==> src/rtl/shrv_iter_ctrl.sv <==
// Multi-cycle variable right shifter: repeats a fixed stepbits shift (then single-bit steps)
// on a held register until the clamped amount is consumed; result held until out_ready.
module shrv_iter_ctrl #(
  parameter int width    = 8,
  parameter int stepbits = 2,
  parameter int amtbits  = 4
) (
  input  logic               clk,
  input  logic               reset,
  input  logic               in_valid,
  output logic               in_ready,
  input  logic               op,
  input  logic               pred,
  input  logic [amtbits-1:0] amt,
  input  logic [width-1:0]   i0,
  output logic               out_valid,
  input  logic               out_ready,
  output logic               o0_enable,
  output logic [width-1:0]   o0,
  output logic               busy
);

  localparam int RW = $clog2(width + 1);

  typedef enum logic [1:0] {IDLE, SHIFT, DONE} state_t;

  state_t          state;
  logic [RW-1:0]   rem;
  logic            op_q;

  logic [31:0]     amt_w;
  logic [RW-1:0]   amt_clamp;
  logic            take_big;
  logic [RW-1:0]   rem_next;
  logic [width-1:0] o0_next;

  assign in_ready = (state == IDLE) & ~reset;
  assign busy     = (state != IDLE);

  always_comb begin
    amt_w     = 32'(amt);
    amt_clamp = (amt_w >= 32'(width)) ? RW'(width) : RW'(amt_w);
  end

  // Coarse step while enough amount remains, then finish with single-bit steps.
  always_comb begin
    take_big = (32'(rem) >= 32'(stepbits));
    o0_next  = o0;
    if (take_big) begin
      if (op_q) o0_next = width'($signed(o0) >>> stepbits);
      else      o0_next = o0 >> stepbits;
      rem_next = rem - RW'(stepbits);
    end else begin
      if (op_q) o0_next = width'($signed(o0) >>> 1);
      else      o0_next = o0 >> 1;
      rem_next = rem - RW'(1);
    end
  end

  always_ff @(posedge clk) begin
    if (reset) begin
      state     <= IDLE;
      o0        <= '0;
      o0_enable <= 1'b0;
      out_valid <= 1'b0;
      rem       <= '0;
      op_q      <= 1'b0;
    end else begin
      case (state)
        IDLE: begin
          if (in_valid) begin
            o0        <= i0;
            op_q      <= op;
            o0_enable <= pred;
            rem       <= amt_clamp;
            if (!pred || amt_clamp == '0) begin
              state     <= DONE;
              out_valid <= 1'b1;
            end else begin
              state <= SHIFT;
            end
          end
        end
        SHIFT: begin
          o0  <= o0_next;
          rem <= rem_next;
          if (rem_next == '0) begin
            state     <= DONE;
            out_valid <= 1'b1;
          end
        end
        DONE: begin
          if (out_ready) begin
            state     <= IDLE;
            out_valid <= 1'b0;
          end
        end
        default: state <= IDLE;
      endcase
    end
  end

endmodule

==> config.mk <==
export PLATFORM = sky130hd
export DESIGN_NAME = shrv_iter_ctrl
export DESIGN_NICKNAME = d
export VERILOG_FILES = /design/src/rtl/shrv_iter_ctrl.sv
export SDC_FILE = /design/constraint.sdc
export NUM_CORES = 1
export LEC_CHECK = 0
export BUFFER_PORTS_ARGS = -buffer_cell sky130_fd_sc_hd__clkbuf_2
export CAP_MARGIN = 25
export CORE_AREA = 2 2 63 65
export CTS_CLUSTER_DIAMETER = 40
export DETAILED_ROUTE_END_ITERATION = 12
export DIE_AREA = 0 0 65 67
export GPL_TIMING_DRIVEN = 0
export MAX_ROUTING_LAYER = met4
export PLACE_DENSITY = 0.6
export SLEW_MARGIN = 10
export SYNTH_ARGS = -nofsm -noshare
export SYNTH_HDL_FRONTEND = slang
export SYNTH_SLANG_ARGS = --single-unit
==> constraint.sdc <==
create_clock -name clk -period 2.3 [get_ports clk]
set_clock_uncertainty 0.05 [all_clocks]
set_input_delay 0.46 -clock clk [delete_from_list [all_inputs] [get_ports clk]]
set_output_delay 0.46 -clock clk [all_outputs]
set_load 0.1 [all_outputs]
---- Word-level counts from Yosys, hierarchy flattened ----
Index checks and enable logic that the tools add are counted.
storage, ports and cells
  bits of input ports ..................... 18
  word-level logic and storage cells ...... 52
  output and inout bits ................... 12
  register bits after elaboration ......... 17
operators by class
  equal/unequal tests ..................... 7
  bitwise logic cells ..................... 2
  mux-type cells .......................... 19
  add/subtract/negate cells ............... 2
  order comparisons ....................... 2
  reduce and logical (&&, ||, !) cells .... 13
operators by type and width
  cell                                                   number
  2-to-1 mux 8 bit                                       4
  case mux 8 bit (2 select lines)                        1
  2-to-1 mux 4 bit                                       3
  zero test 4 bit                                        2
  2-to-1 mux 2 bit                                       4
  inequality test 2 bit, second input constant           4
  case mux 4 bit (2 select lines)                        1
  case mux 2 bit (3 select lines)                        1
  AND reduction 3 bit                                    2
  AND reduction 5 bit                                    1
  >= comparator 4 x 2 -> 1 bit, second input constant    1
  >= comparator 4 bit, second input constant             1
  2-to-1 mux 1 bit                                       4
  AND reduction 2 bit                                    2
  nonzero test 2 bit                                     2
  subtractor 4 x 1 -> 4 bit, second input constant       1
  subtractor 4 x 2 -> 4 bit, second input constant       1
  case mux 1 bit (3 select lines)                        1
  nonzero test 3 bit                                     1
  equality test 2 x 1 -> 1 bit, second input constant    1
  equality test 2 bit, second input constant             1
  zero test 2 bit                                        1
  inequality test 2 x 1 -> 1 bit, second input constant  1
  AND 1 bit                                              1
  other kinds (3)                                        3

---- Longest topological paths before layout ----
  depth after elaboration ................. 7
  depth in mapped cells ................... 8
  depth with buffers taken out ............ 7

---- Worst setup path before layout ----
No wires, ideal clock.
  kind .................................... register -> output
  start point ............................. register state[1]
  end point ............................... output port in_ready
  arrival ................................. 2.441 ns
  stages on the path, launching flop included .. 5
  path buffers ............................ 1
  required time ........................... 1.790 ns
  slack ................................... -0.651 ns
  path through ............................ dfxtp_1 -> buf_2 -> nor2_1 -> inv_1 -> nor2_1
on the way
  word-level cells in the longest chain between the ends .. 2
RTL lines
  what                    RTL line  text
  from (decl)             27        state_t state;
  from (signal assigned)  62        state <= IDLE;
  from (signal assigned)  77        state <= DONE;
  from (signal assigned)  80        state <= SHIFT;
  zero test 2 bit         37        assign in_ready = (state == IDLE) & ~reset;
  AND 1 bit               37
  to (decl)               11        output logic in_ready,
Every way passes these cells.

---- Final worst setup path ----
Same ends and word-level chain as after synthesis.

==> results.toml <==
[clocking]
cts_buffers = 3
htree_levels = 1
cts_sinks = 17
cts_tree = "built"
clock-root-buffer = "clkbuf_8"
clockBufferDepth = 2
insertion_delay_ps = 250
postCtsSetupBuffers = 0
clkTransAtPathRegs_ps = 70

[timing]
period_share = 0.913
slew-limit-headroom = 0.640
slew_violations = 0
fmax_mhz = 476
tightest_slew_ps = 543
setup_viol = 0
finalHoldViolCount = 0
layout_min_cycle_time_ps = 2100
rsz0062_at_grt = "false"

[worst_setup_path]
arrival_ps = 1590
cp_max_fo = 10
path_delay_family = "buffers and inverters"
path_buf_inv = 3
slowest_delay_ps = 450
worst-path-stages = 5
path_class = "reg -> out"
crit_path_start = "state[1]"
required_ps = 1790
start_kind = "flop"
crit_path_cell_trace = "buf_2, nor2_1, inv_1, nor2_4, clkbuf_2"
cp-end-kind = "primary output"
r2r-start = "rem[0]"
critPathSlowestCell = "clkbuf_2"
rr_worst_depth = 7

[logic_synthesis]
syn_area_sq_um = 1080
synthArstFlopShare = 0
syn_inst = 133
avgSynthCellArea_sq_um = 8.10
synthTopCellsByArea = "dfxtp_1, mux2i_1, nor2_1"
synth_edf_count = 0
synth_top_cell_by_area = "dfxtp_1"
synth_xor_area_frac = 0.00813
synth_compound_gate_area_share = 0.229
synth.most_common_cell = "nor2_1"
synth_commonest_cells = "nor2_1, dfxtp_1, a21oi_1"
yosys_warnings = 0
synth_top_family_by_area = "simple AND/OR/NAND/NOR gates"
synthSimpleGateAreaFrac = 0.260
ys_seq_area_frac = 0.316
synth_mux_area_frac = 0.0743
ys_ff_latch = 17
synth_ff_type = "dfxtp_1"
synth_cell_type_count = 37
yosysTopAreaCellShare = 0.316
syn-num-nets = 155
synth-adder-area-share = 0.0465

[route]
vias_per_cell = 4.84
drt-initial-drc-count = 24
detail-route-antenna-nets = 0
drcViolationCount = 0
first_pass_iters = 4
vias = 1031
wl_per_cell_um = 12.2
wl_um = 2590

[placement]
port_buffers = 29
hpwl_um = 1980
gp_congestion = 0.798

[global_route]
grt_pass1_wl_um = 4280
grt_pass1_vias = 882
grt_antenna_before_repair = 0
grt_util_all_layers = 0.132
grt_max_degree = 11
grt-ovfl-total = 0

[finish]
nFillCells = 382
multi_input_area_sq_um = 673
area_delta_synth_final_pct = 23.8
nets = 188
utilization = 0.370
seq_area_sq_um = 340
drive_gt1_frac = 0.291
diodes = 0

[die]
core_sq_um = 3610
start_util = 0.299
die_x_um = 65
dieHeight_um = 67
rows = 22
ios = 30
dieArea_sq_um = 4360

[worst_hold_path]
hold_start = "op"
min_path_cells = 3
hold_path_class = "in -> reg"

[run_status]
outcome = "finished clean"

[flow_run]
cap_viol_max_count = 0
-- worst min-delay path: cells and delay by family --
kind            cells  cell delay [ps]
compound gates      1               50
simple gates        1               40
buf+inv             1               80
-- cells in the final DEF, fill, tap and decap left out, drive strengths merged, types with 2 or more instances in the layout --
cell,netlist,final
a211oi,10,10
ha,4,4
a21oi,11,11
dfxtp,17,17
a31oi,2,2
nand2,8,8
or2,3,3
o41ai,2,2
clkbuf,5,36
o21ai,3,3
nor2b,5,5
nor3b,3,3
nor3,3,3
buf,4,4
nor4,2,2
inv,7,7
nand3b,2,2
nor2,22,22
mux2i,8,8
-- logic make-up after synthesis --
kind of cell | Yosys count
adder cells (fa/ha/maj) | 4
AND/OR/NAND/NOR | 51
AO/OA/AOI/OAI | 36
multiplexers | 8
flip-flops | 17
buffers and inverters | 16
XOR/XNOR | 1
-- state kept, by name, summed over array words and instances, names as in the netlist --
| register | flops |
|---|---|
| state | 2 |
| out_valid | 1 |
| op_q | 1 |
| o0_enable | 1 |
| o0 | 8 |
| rem | 4 |
-- timing repair --
item / CTS / global route
gates resized for setup: 1 / 0
hold endpoints to repair: 0 / 0
hold buffers: 0 / 0
setup endpoints to repair: 1 / 1
-- cell type report --
type                       count  area share
clock buffer                   3      0.0310
clock inverter                 1     0.00375
buffer                         8      0.0319
sequential                    17       0.255
timing repair buffer          29       0.109
multi-input combinational    100       0.505
tap                           48      0.0450
inverter                       7      0.0197
-- through the flow --
step	cells	hold slack (ps)	TNS [ps]	instance area [sq um]	setup slack [ps]
floorplan	133	396	0	1080	105
global placement	210	404	-129	1290	-129
detailed placement	210	405	-175	1290	-175
CTS	214	372	0	1340	23.6
global route	213	383	0	1330	70.5
finish	213	373	0	1330	200
-- final timing paths --
kind                     to  slack, ps
hold / removal         op_q        370
setup reg to reg  out_valid        310
hold reg to reg   o0_enable        410
setup / recovery   in_ready        200
-- layer usage --
layer / track usage / up-vias / share of wire
met1: 0.176 / 480 / 0.50
met2: 0.200 / 10 / 0.47
met5: - / - / 0
met4: 0.0718 / 0 / 0.021
met3: 0.0101 / 4 / 0.011
li1: - / 537 / -
Power is not shown: default switching activity piles up to over one toggle a cycle in this logic, so the estimate is an artifact.
